File: config.mk
export PLATFORM = sky130hd
export DESIGN_NAME = demux1t2_5_buf
export DESIGN_NICKNAME = d
export VERILOG_FILES = /design/src/rtl/demux1t2_5_buf.sv
export SDC_FILE = /design/constraint.sdc
export NUM_CORES = 1
export LEC_CHECK = 0
export ABC_AREA = 1
export CAP_MARGIN = 10
export CORE_MARGIN = 5
export CORE_UTILIZATION = 52
export DETAILED_ROUTE_END_ITERATION = 10
export PLACE_DENSITY = 0.79
export SYNTH_ARGS = -nofsm -noshare
export SYNTH_HDL_FRONTEND = slang
export SYNTH_SLANG_ARGS = --single-unit
File: constraint.sdc
create_clock -name clk -period 1.8 [get_ports clk]
set_input_delay 0.36 -clock clk [delete_from_list [all_inputs] [get_ports clk]]
set_output_delay 0.36 -clock clk [all_outputs]
set_load 0.01 [all_outputs]
File: src/rtl/demux1t2_5_buf.sv
// demux1t2_5_buf
//   Routes a single stream of W-bit words to one of two output ports,
//   selected per word by s. Each output port has its own DEPTH-entry FIFO
//   with a valid/ready handshake, so the two consumers can stall
//   independently of each other.
//
// Ports:
//   clk, rst_n         clock (rising edge), asynchronous active-low reset
//   I, s, in_valid     input word, route select (0 -> port 0, 1 -> port 1), valid
//   in_ready           the FIFO addressed by s has room this cycle
//   o0, o0_valid       port 0 head-of-FIFO word, FIFO non-empty
//   o0_ready           port 0 consumer accepts
//   o1, o1_valid       port 1 head-of-FIFO word, FIFO non-empty
//   o1_ready           port 1 consumer accepts
//   cnt0, cnt1         words delivered per port, modulo 2^CW

module demux1t2_5_buf #(
    parameter int W     = 5,
    parameter int DEPTH = 2,
    parameter int CW    = 8
) (
    input  logic          clk,
    input  logic          rst_n,
    input  logic [W-1:0]  I,
    input  logic          s,
    input  logic          in_valid,
    output logic          in_ready,
    output logic [W-1:0]  o0,
    output logic          o0_valid,
    input  logic          o0_ready,
    output logic [W-1:0]  o1,
    output logic          o1_valid,
    input  logic          o1_ready,
    output logic [CW-1:0] cnt0,
    output logic [CW-1:0] cnt1
);

    localparam int AW = $clog2(DEPTH);

    // DEPTH is a power of two, so the full occupancy is just the top bit set.
    localparam logic [AW:0] OCC_FULL = {1'b1, {AW{1'b0}}};

    // Per-port state, indexed by port number (0 or 1).
    logic [W-1:0]  r_mem [2][DEPTH];
    logic [AW-1:0] r_wptr [2];
    logic [AW-1:0] r_rptr [2];
    logic [AW:0]   r_occ  [2];
    logic [CW-1:0] r_cnt  [2];

    logic [1:0] w_outReady;
    logic [1:0] w_full;
    logic [1:0] w_push;
    logic [1:0] w_pop;

    // Full flags come only from registered occupancy, so in_ready never
    // depends on o*_ready: a full port refuses input even while it pops.
    always_comb begin
        w_outReady = {o1_ready, o0_ready};
        w_full     = '0;
        w_pop      = '0;
        w_push     = '0;
        for (int p = 0; p < 2; p++) begin
            w_full[p] = (r_occ[p] == OCC_FULL);
            w_pop[p]  = (r_occ[p] != '0) && w_outReady[p];
        end
        w_push[0] = in_valid && !s && !w_full[0];
        w_push[1] = in_valid &&  s && !w_full[1];
    end

    assign in_ready = s ? !w_full[1] : !w_full[0];

    // Storage is cleared on reset so the head-of-FIFO outputs read 0
    // rather than stale or unknown data.
    always_ff @(posedge clk or negedge rst_n) begin
        if (!rst_n) begin
            for (int p = 0; p < 2; p++) begin
                for (int d = 0; d < DEPTH; d++) begin
                    r_mem[p][d] <= '0;
                end
                r_wptr[p] <= '0;
                r_rptr[p] <= '0;
                r_occ[p]  <= '0;
                r_cnt[p]  <= '0;
            end
        end else begin
            for (int p = 0; p < 2; p++) begin
                if (w_push[p]) begin
                    r_mem[p][r_wptr[p]] <= I;
                    r_wptr[p]           <= r_wptr[p] + 1'b1;
                end
                if (w_pop[p]) begin
                    r_rptr[p] <= r_rptr[p] + 1'b1;
                    r_cnt[p]  <= r_cnt[p] + 1'b1;
                end
                // Simultaneous push and pop leaves occupancy unchanged.
                case ({w_push[p], w_pop[p]})
                    2'b10:   r_occ[p] <= r_occ[p] + 1'b1;
                    2'b01:   r_occ[p] <= r_occ[p] - 1'b1;
                    default: r_occ[p] <= r_occ[p];
                endcase
            end
        end
    end

    assign o0       = r_mem[0][r_rptr[0]];
    assign o1       = r_mem[1][r_rptr[1]];
    assign o0_valid = (r_occ[0] != '0);
    assign o1_valid = (r_occ[1] != '0);
    assign cnt0     = r_cnt[0];
    assign cnt1     = r_cnt[1];

endmodule

# [Word level (Yosys, flattened, before mapping)]
# Cells that the tools add are included.
# Widths: inputs -> output; s select.
[word_totals] ff_bits=44 output_inout_bits=29 word_cells=68 inputBits=11
[classes] n_addsub=10 n_eq_ne=6 order_cmp=6 muxes=15 reduce_logical=15 bitwise=4
[op_table] operator="$mux 5" n=8
[op_table] operator="$bwmux 10" n=2
[op_table] operator="$add 8x1->8 const B" n=2
[op_table] operator="$demux 5 s1" n=2
[op_table] operator="$eq 2x2->1 const B" n=4
[op_table] operator="$ge 2x2->1 const B" n=4
[op_table] operator="$logic_and 1x1->1" n=8
[op_table] operator="$not 1->2" n=4
[op_table] operator="$pmux 2 s2" n=2
[op_table] operator="$reduce_bool 2->1" n=4
[op_table] operator="$add 1x1->1 const B" n=4
[op_table] operator="$add 2x1->2 const B" n=2
[op_table] operator="$eq 2x1->1 const B" n=2
[op_table] operator="$lt 2x1->1 const B" n=2
[op_table] operator="$sub 2x1->2 const B" n=2
[op_table] operator="$logic_not 1->1" n=3
[op_table] operator="$mux 1" n=1

# [Longest topological paths before layout]
# Gate-level depths: netlist (run 1).
[logic_depth] word_depth=6 mapped_depth=7 depth_no_buf=7

# [Worst setup path after synthesis (run 1)]
# OpenSTA, ideal clock, no wires.
[synth_timing] path_kind="register -> register" from="reg r_occ[2] (netlist name)" to="reg r_occ[3] (netlist name)" path_slack_ns=0.330 period_less_slack_ns=1.470 path_buffers=1 required_time_ns=1.676 arrival_time_ns=1.346 path_stages_with_launch=8 setup_ns=0.124 path_cell_list="dfrtp_1 nor2_2 nor2_4 buf_6 ha_1 a21oi_1 nand2_1 xnor2_1"
[synth_between] word_cells_on_any_way=11 cone_classes="add/sub (2); eq/ne (3); mux (1); reduce/logical (5)"
[synth_lines] item="from (decl)" line_no="47" source="logic [AW:0] r_occ [2];"
[synth_lines] item="from (signal, indexed assignment)" line_no="97" source="2'b10: r_occ[p] <= r_occ[p] + 1'b1;"
[synth_lines] item="from (signal, indexed assignment)" line_no="98" source="2'b01: r_occ[p] <= r_occ[p] - 1'b1;"
[synth_lines] item="from (signal, indexed assignment)" line_no="99" source="default: r_occ[p] <= r_occ[p];"
[synth_lines] item="$reduce_bool 2->1 *" line_no="64" source="w_pop[p] = (r_occ[p] != '0) && w_outReady[p];"
[synth_lines] item="$logic_and 1x1->1 *" line_no="64"
[synth_lines] item="via w_pop[0]" line_no="53" source="logic [1:0] w_pop;"
[synth_lines] item="$eq 2x1->1 or $eq 2x2->1 (tied branches)" line_no="96" source="case ({w_push[p], w_pop[p]})"
[synth_lines] item="$pmux 2 s2 or $reduce_bool 2->1 (tied branches)"
# The timed path passes the listed nets; every way through them passes the cells marked *.
# A chain may end at the register's enable or synchronous reset.

# [Worst setup path after layout (run 1)]
[layout_timing] from="reg r_occ[1] (netlist name)" to="out o1_valid"
[layout_between] elab_chain_cells=1
[layout_rtl] item="$reduce_bool 2->1" line_no="108" source="assign o1_valid = (r_occ[1] != '0);"
[layout_rtl] item="to (decl)" line_no="32" source="output logic o1_valid,"
# No other way between the ends.

==> metrics.cfg, run 1 <==
[sta]
fin_skew_ns=0.00715
max_freq_mhz=575
setup_violations=0
tns_ns=0
hold_viol_final=0
period_minus_slack_ns=1.74
slew_violations=0
finalCritPeriodShare=0.966
rsz0062_at_grt=no
tightest_slew_ns=0.603
relSlewSlack=0.598

[setup_path]
criticalPathCategory=reg2out
critPathArrivalTime_ns=1.38
critPathMaxStageDelay_ns=0.47
critPathSlowestCell=clkdlybuf4s50_1
cp-end-kind=output port
required_ns=1.44
start_kind=flop
cp_max_fo=3
critPathTopFamily=buffers and inverters
critPathBufInv=2
path_cells=nor2_2 -> inv_1 -> clkdlybuf4s50_1

[finish]
drive_gt1_frac=0.145
fin_nets=325
num_antenna_cells=0
final-instance-count-excl-fill=361
area_growth_pct=29.1

[synthesis]
synth_top_family_by_area=simple AND/OR/NAND/NOR gates
synth_compound_area_frac=0.0737
yosys.area.top_type=dfrtp_1
synth-simple-area-share=0.251
muxShareOfSynthArea=0
synth_fa_ha_area_frac=0.0230
synth.distinct_cells=20
async_flop_share=1.00
synth_area_sq_mm=0.00217
synth_area_per_cell_sq_um=8.66
yosysMostFrequentCell=nand2_1
synth_xor_area_frac=0.0645
ys_ff_latch=44
ys_seq_area_frac=0.507
ys_top_cells_by_area=dfrtp_1 (51%), nand2_1 (14%), o21ai_0 (6.9%)
syn_inst=251
ys_top_cells_by_count=nand2_1 (79), dfrtp_1 (44), inv_1 (39), o21ai_0 (30), xnor2_1 (9)
yosys_most_used_dff=dfrtp_1
synth_warnings=0
synth_nets=266
synth_top_area_share=0.507
synth_edf_count=0

[global_routing]
grt_pass1_vias=1667
grt_max_degree=27
antenna_found_initial=0
grt_usage=0.172
grt_pass1_wl_um=7240
gr-total-overflow=0

[power_and_ir_drop]
p_per_area_mw_per_mm2=1660
irDropWorstVdd_uv=867
leakage_nw=1.40

[clock_tree]
cts_buffers=5
clk_latency_ns=0.29
htree_levels=2
cts.path.max_buffers=2
clock_sinks=44
path_clk_slew_ns=0.08
cts_tree=built
hold_buffers=0
clock-root-buffer=clkbuf_8

[drt]
wl_per_cell_um=11.7
drc=0
via_per_inst=4.75
drt-initial-drc-count=107
wirelength_um=4220
dr_total_vias=1714
drt_first_pass_iters=4
ant_nets=0

[run_status]
status=completed

[placed_design]
dp_hpwl_um=3030
io_buffers=39
dp_cells=346
gp_congestion=0.785

[floorplan]
die_w_um=74.7
start_util=0.539
die_y_um=74.7
rows=23
die-area_sq_mm=0.00557
core_area_sq_mm=0.00403
num_io_pins=40

[worst_hold_path]
hold_class=in2async

[run]
drv_cap=0

## logic make-up (layout without fill, tap and decap cells)
| family | count (synthesis) | in the layout |
|---|---|---|
| buffers and inverters | 43 | 103 |
| AOI/OAI and AO/OA | 32 | 32 |
| adders and majority gates | 4 | 4 |
| DFF | 44 | 44 |
| and+or+nand+nor | 112 | 112 |
| xor gates and xnor gates | 16 | 16 |
## cell usage in the layout, fill, tap and decap left out, types with 6 or more instances in the layout
| cell | instances |
|---|---|
| dlygate4sd2_1 | 10 |
| o21ai_0 | 29 |
| nor2_1 | 7 |
| clkdlybuf4s50_1 | 26 |
| xnor2_1 | 9 |
| dfrtp_1 | 41 |
| buf_4 | 17 |
| clkbuf_8 | 6 |
| xor2_1 | 7 |
| inv_1 | 39 |
| nand2_1 | 79 |
## worst paths after layout
kind,startpoint,to,slack (ns),depth (start not counted)
setup reg to reg,r_occ[3],r_occ[3],0.37,6
hold reg to reg,r_mem[12],r_mem[12],0.51,2
hold / removal,rst_n,r_mem[7],0.07,1
max in group asynchronous,rst_n,r_occ[2],1.15,2
setup / recovery,r_occ[1],o1_valid,0.06,3
min in group clk,r_mem[12],r_mem[12],0.51,2
## power breakdown
group          internal [mW]  total, mW  switching (mW)
logic                   1.09       2.18            1.09
clock network          0.306      0.629           0.322
registers               1.45       1.84           0.386
total                   2.85       4.65            1.80
## final cells by class
class                           instances  area (sq um)
Tap cell                               50          62.6
Sequential cell                        44          1100
Inverter                               39           146
Clock inverter                          2          10.0
Multi-Input combinational cell        164           901
Timing Repair Buffer                   56           498
Clock buffer                            6          82.6
Fill cell                             331          1220
## through the flow
step                      cell area (sq um)  power [mW]  utilization  hold slack (ns)  setup slack, ns
after CTS                              2790        4.67        0.693           0.0867           0.0157
after detailed placement               2670        4.04        0.662            0.407           -0.103
after floorplan                        2170        3.04            -           0.0644            0.330
after global routing                   2810        5.05        0.696            0.102          0.00398
after global placement                 2670        3.97        0.662            0.398          -0.0664
final                                  2810        4.65        0.696           0.0689           0.0618
## sequential cells by signal, indices dropped and copies added, names as in the netlist
name,cells
r_occ,4
cnt1,8
r_rptr,2
r_wptr,2
cnt0,8
r_mem,20
## repair_timing
action	in CTS	in global routing
resized for setup	14	6
buffers inserted	5	2
endpoints found under the setup margin	12	4
## per-layer routing
layer  up-vias  GRT usage  share of wire
met5         -          0              0
met4         0     0.0870          0.025
met3        10     0.0467          0.050
met2        38      0.274           0.47
met1       776      0.215           0.45
li1        890          -              -
Power figures use the tool's default switching activity.
==> run 2: changes to the inputs <==
--- a/config.mk
+++ b/config.mk
@@ -7,10 +7,13 @@
 export LEC_CHECK = 0
 export ABC_AREA = 1
 export CAP_MARGIN = 10
+export CORE_ASPECT_RATIO = 0.8
 export CORE_MARGIN = 5
 export CORE_UTILIZATION = 52
+export CTS_CLUSTER_DIAMETER = 100
 export DETAILED_ROUTE_END_ITERATION = 10
 export PLACE_DENSITY = 0.79
+export RECOVER_POWER = 25
 export SYNTH_ARGS = -nofsm -noshare
 export SYNTH_HDL_FRONTEND = slang
 export SYNTH_SLANG_ARGS = --single-unit
==> metrics.cfg, run 2 (same netlist as run 1, synthesis figures left out) <==
[floorplan]
die-area_sq_mm=0.00558  ; +0.14%
die_y_um=67.8  ; -9.1%
rows=21  ; -8.7%
core_area_sq_mm=0.00413  ; +2.4%
die_w_um=82.3  ; +10%
start_util=0.527  ; -0.0126
num_io_pins=40  ; unchanged

[global_routing]
grt_pass1_vias=1717  ; +3.0%
grt_usage=0.174  ; +0.00186
grt_pass1_wl_um=7360  ; +1.6%
antenna_found_initial=0  ; unchanged
grt_max_degree=45  ; +67%
gr-total-overflow=0  ; unchanged

[clock_tree]
htree_levels=2  ; unchanged
cts_buffers=5  ; unchanged
cts_tree=built
clock_sinks=44  ; unchanged
cts.path.max_buffers=2  ; unchanged
clock-root-buffer=clkbuf_8
path_clk_slew_ns=0.08  ; about the same
clk_latency_ns=0.30  ; about the same
hold_buffers=0  ; unchanged

[finish]
fin_util=0.685  ; -0.0108
fin_nets=327  ; +0.62%
largest_reg_flops=20  ; unchanged
final_common_cell=nand2_1
max_flop_register=r_mem
multi_input_area_sq_um=901  ; unchanged
drive_gt1_frac=0.141  ; -0.00412
post-route-cell-area_sq_mm=0.00283  ; +0.80%
num_antenna_cells=0  ; unchanged
mostFrequentLayoutCells=nand2_1 (79), dfrtp_1 (41), inv_1 (39), o21ai_0 (29), clkdlybuf4s50_1 (25)
area_growth_pct=30.1
nFillCells=362  ; +9.4%
area.sequential_sq_mm=0.00110  ; unchanged

[setup_path]
cp_max_fo=8  ; +5
critPathArrivalTime_ns=1.33  ; -0.05 ns
cp-end-kind=output port
critPathMaxStageDelay_ns=0.46  ; about the same
start_kind=flop
criticalPathCategory=reg2out
path_cells=buf_4 -> o21ai_0 -> dlygate4sd2_1
critPathSlowestCell=dfrtp_2
rrSetupSlack_ns=0.27  ; -0.10 ns
required_ns=1.44  ; about the same

[sta]
tns_ns=0  ; unchanged
finalCritPeriodShare=0.941  ; -0.0251
tightest_slew_ns=1.06  ; +0.458 ns
hold_viol_final=0  ; unchanged
relSlewSlack=0.292  ; -0.306
max_freq_mhz=591  ; +2.7%
setup_violations=0  ; unchanged
rsz0062_at_grt=no
period_minus_slack_ns=1.69  ; -0.0452 ns
slew_violations=0  ; unchanged
holdWs_ns=0.324  ; +0.255 ns
setup_ws_ns=0.107  ; +0.0452 ns
fin_skew_ns=0.00977  ; +0.00261 ns

[power_and_ir_drop]
power.switching_mw=1.82  ; +1.2%
intPower_mw=2.89  ; +1.5%
p_per_area_mw_per_mm2=1670  ; +0.55%
combPwrFrac=0.470  ; about the same
irDropWorstVdd_uv=1010  ; +17%
swShare=0.386  ; -0.000737
power_frac_seq=0.395  ; about the same
leakage_nw=1.41  ; +0.39%
clkPwrFrac=0.135  ; about the same

[worst_hold_path]
hold_class=in2async

[placed_design]
io_buffers=39  ; unchanged
post-place-ws_ns=-0.0857  ; +0.0176 ns
gp_congestion=0.842  ; +7.2%
place_area_sq_mm=0.00267  ; about the same
dp_hpwl_um=2970  ; -2.0%

[drt]
via_per_inst=4.73  ; -0.44%
drt_first_pass_iters=4  ; unchanged
ant_nets=0  ; unchanged
wirelength_um=4270  ; +1.4%
dr_total_vias=1749  ; +2.0%
drc=0  ; unchanged
wl_per_cell_um=11.5  ; -1.1%
drt-initial-drc-count=73  ; -32%

[run]
drv_cap=0  ; unchanged

[run_status]
status=completed

## run 2: changes by cell type in the layout (fill, tap and decap cells not counted)
cell             change
clkdlybuf4s50_1      -1
dlygate4sd2_1        +1
clkdlybuf4s15_1      +1
clkinv_2             -2
buf_4                +1
clkbuf_1             +2
## run 2: repair_timing
item	4_1_cts	5_1_grt
resized for setup	16	3
pin swaps	0	1
setup endpoints to repair	12	2
hold endpoints to repair	0	0
setup buffers	9	1
gates cloned	0	0
## run 2: layout make-up
type	count	area share
Inverter	39	0.0518
Tap cell	57	0.0252
Sequential cell	44	0.391
Timing Repair Buffer	58	0.182
Multi-Input combinational cell	164	0.319
Clock buffer	8	0.0319
## run 2: metrics by stage
stage / cells / power, mW
2_1_floorplan: 251 / 3.04
3_3_place_gp: 352 / 3.97
3_5_place_dp: 352 / 4.05
4_1_cts: 369 / 4.74
5_1_grt: 370 / 5.12
6_report: 370 / 4.71
## run 2: final timing paths
path                            from         to  cells after the start
setup / recovery           r_rptr[1]      o0[3]                      3
hold / removal                 rst_n   r_mem[4]                      2
setup reg to reg            r_occ[2]   r_occ[3]                      8
hold reg to reg            r_mem[11]  r_mem[11]                      2
max in group asynchronous      rst_n  r_rptr[1]                      2
min in group clk           r_mem[11]  r_mem[11]                      2
## run 2: power groups by stage
stage | combinational (mW) | clock (mW) | sequential (mW)
floorplan | 1.20 | 0 | 1.84
global placement | 2.09 | 0 | 1.87
detailed placement | 2.16 | 0 | 1.89
CTS | 2.22 | 0.658 | 1.86
global route | 2.48 | 0.704 | 1.94
finish | 2.21 | 0.635 | 1.86
## run 2: layer usage
metal  vias to the layer above  track usage  wire, um
met3                         5       0.0566       203
li1                        897            -         -
met5                         -            0         0
met2                        38        0.292      1970
met4                         0       0.0373        31
met1                       809        0.219      2070
## run 2: worst max-delay path, delay by kind of cell, from the launching register on
kind / cells / cell delay [ns]
flops: 1 / 0.46
compound gates: 1 / 0.14
buf+inv: 2 / 0.44
==> run 3: changes to the inputs <==
--- a/config.mk
+++ b/config.mk
@@ -9,10 +9,12 @@
 export CAP_MARGIN = 10
 export CORE_ASPECT_RATIO = 0.8
 export CORE_MARGIN = 5
-export CORE_UTILIZATION = 52
+export CORE_UTILIZATION = 54
+export CTS_BUF_LIST = sky130_fd_sc_hd__clkbuf_4 sky130_fd_sc_hd__clkbuf_8
 export CTS_CLUSTER_DIAMETER = 100
 export DETAILED_ROUTE_END_ITERATION = 10
-export PLACE_DENSITY = 0.79
+export GPL_ROUTABILITY_DRIVEN = 1
+export PLACE_DENSITY = 0.82
 export RECOVER_POWER = 25
 export SYNTH_ARGS = -nofsm -noshare
 export SYNTH_HDL_FRONTEND = slang
==> metrics.cfg, run 3 (same netlist as run 1, synthesis figures left out) <==
[floorplan]
core_area_sq_mm=0.00385  ; -6.6%
start_util=0.564  ; +0.0371
rows=20  ; -4.8%
die_y_um=66.7  ; -1.6%
die-area_sq_mm=0.00540  ; -3.2%
die_w_um=80.9  ; -1.6%
num_io_pins=40  ; unchanged

[setup_path]
required_ns=1.44  ; about the same
critPathSlowestCell=dfrtp_2
criticalPathCategory=reg2out
critPathMaxStageDelay_ns=0.46  ; about the same
cp-end-kind=output port
start_kind=flop
critPathTopFamily=flip-flops
critPathArrivalTime_ns=1.35  ; +0.02 ns
cp_max_fo=9  ; +1
path_cells=buf_4 -> o21ai_0 -> dlygate4sd2_1
critPathBufInv=2  ; unchanged

[clock_tree]
htree_levels=2  ; unchanged
cts_tree=built
cts.path.max_buffers=2  ; unchanged
path_clk_slew_ns=0.08  ; about the same
clk_latency_ns=0.30  ; about the same
cts_buffers=5  ; unchanged
clock_sinks=44  ; unchanged
clock-root-buffer=clkbuf_8

[power_and_ir_drop]
irDropWorstVdd_uv=944  ; -6.6%
leakage_nw=1.40  ; -0.53%
p_per_area_mw_per_mm2=1700  ; +2.0%

[run]
drv_cap=0  ; unchanged

[global_routing]
antenna_found_initial=0  ; unchanged
grt_pass1_vias=1661  ; -3.3%
grt_max_degree=45  ; unchanged
grt_usage=0.189  ; +0.0148
grt_pass1_wl_um=7720  ; +5.0%
gr-total-overflow=0  ; unchanged

[finish]
multi_input_area_sq_um=901  ; unchanged
fin_nets=324  ; -0.92%
largest_reg_flops=20  ; unchanged
num_antenna_cells=0  ; unchanged
area_growth_pct=29.5
fin_util=0.730  ; +0.0447
area.sequential_sq_mm=0.00110  ; -0.11%
post-route-cell-area_sq_mm=0.00281  ; -0.49%
max_flop_register=r_mem
final_common_cell=nand2_1
mostFrequentLayoutCells=nand2_1 (79), dfrtp_1 (42), inv_1 (39), o21ai_0 (30), clkdlybuf4s50_1 (25)
final-instance-count-excl-fill=365  ; -1.4%
drive_gt1_frac=0.139  ; -0.00187
nFillCells=327  ; -9.7%

[sta]
finalCritPeriodShare=0.950  ; +0.00977
fin_skew_ns=0.00481  ; -0.00496 ns
setup_violations=0  ; unchanged
tns_ns=0  ; unchanged
period_minus_slack_ns=1.71  ; +0.0176 ns
relSlewSlack=0.293  ; +0.000852
hold_viol_final=0  ; unchanged
rsz0062_at_grt=no
max_freq_mhz=585  ; -1.0%
holdWs_ns=0.323  ; -0.00119 ns
slew_violations=0  ; unchanged
tightest_slew_ns=1.06  ; -0.00128 ns

[run_status]
status=completed

[placed_design]
dp_hpwl_um=3120  ; +5.0%
gp_congestion=0.766  ; -9.0%
place_area_sq_mm=0.00268  ; +0.38%
dp_cells=350  ; -0.57%
io_buffers=39  ; unchanged

[drt]
via_per_inst=4.77  ; +0.85%
ant_nets=0  ; unchanged
dr_total_vias=1740  ; -0.51%
wl_per_cell_um=12.0  ; +4.3%
drc=0  ; unchanged
drt-initial-drc-count=94  ; +29%
drt_first_pass_iters=4  ; unchanged
wirelength_um=4400  ; +2.9%

[worst_hold_path]
hold_class=in2async

[run 3: power breakdown]
| group | switching (mW) | internal (mW) | total, mW |
|---|---|---|---|
| sequential | 0.411 | 1.45 | 1.86 |
| clock | 0.331 | 0.427 | 0.758 |
| combinational | 1.09 | 1.07 | 2.16 |
| total | 1.83 | 2.95 | 4.78 |
[run 3: path summary, 6_finish.rpt]
path                                 from   endpoint  slack [ns]  cells after the start
worst min register to register  r_mem[13]  r_mem[13]        0.50                      2
max in group asynchronous           rst_n  r_rptr[1]        0.75                      2
worst max-delay path            r_rptr[1]      o0[0]        0.09                      3
min in group clk                r_mem[13]  r_mem[13]        0.50                      2
worst max register to register   r_occ[0]   r_occ[1]        0.33                      7
worst min-delay path                rst_n   r_mem[6]        0.32                      2
[run 3: area by class of cell]
cell class                 instances  area share
multi-input combinational        164       0.320
sequential                        44       0.392
clock inverter                     2      0.0124
inverter                          39      0.0520
tap                               55      0.0245
clock buffer                       6      0.0271
timing repair buffer              55       0.172
[run 3: stage by stage]
| step | worst slack, ns | power, mW |
|---|---|---|
| 2_1_floorplan | 0.330 | 3.04 |
| 3_3_place_gp | -0.0667 | 3.96 |
| 3_5_place_dp | -0.100 | 4.06 |
| 4_1_cts | 0.0307 | 4.83 |
| 5_1_grt | 0.0106 | 5.20 |
| 6_report | 0.0894 | 4.78 |
[run 3: layer usage]
metal,share of wire,GRT usage,up-vias
met5,0,0,-
met4,0.020,0.0759,0
met3,0.065,0.0486,10
met2,0.47,0.302,45
met1,0.45,0.243,803
li1,-,-,882
[run 3: repair_timing]
item / 4_1_cts / 5_1_grt
setup buffers: 7 / 0
resized for setup: 16 / 3
endpoints found under the setup margin: 12 / 1
endpoints found under the hold margin: 0 / 0
hold buffers: 0 / 0
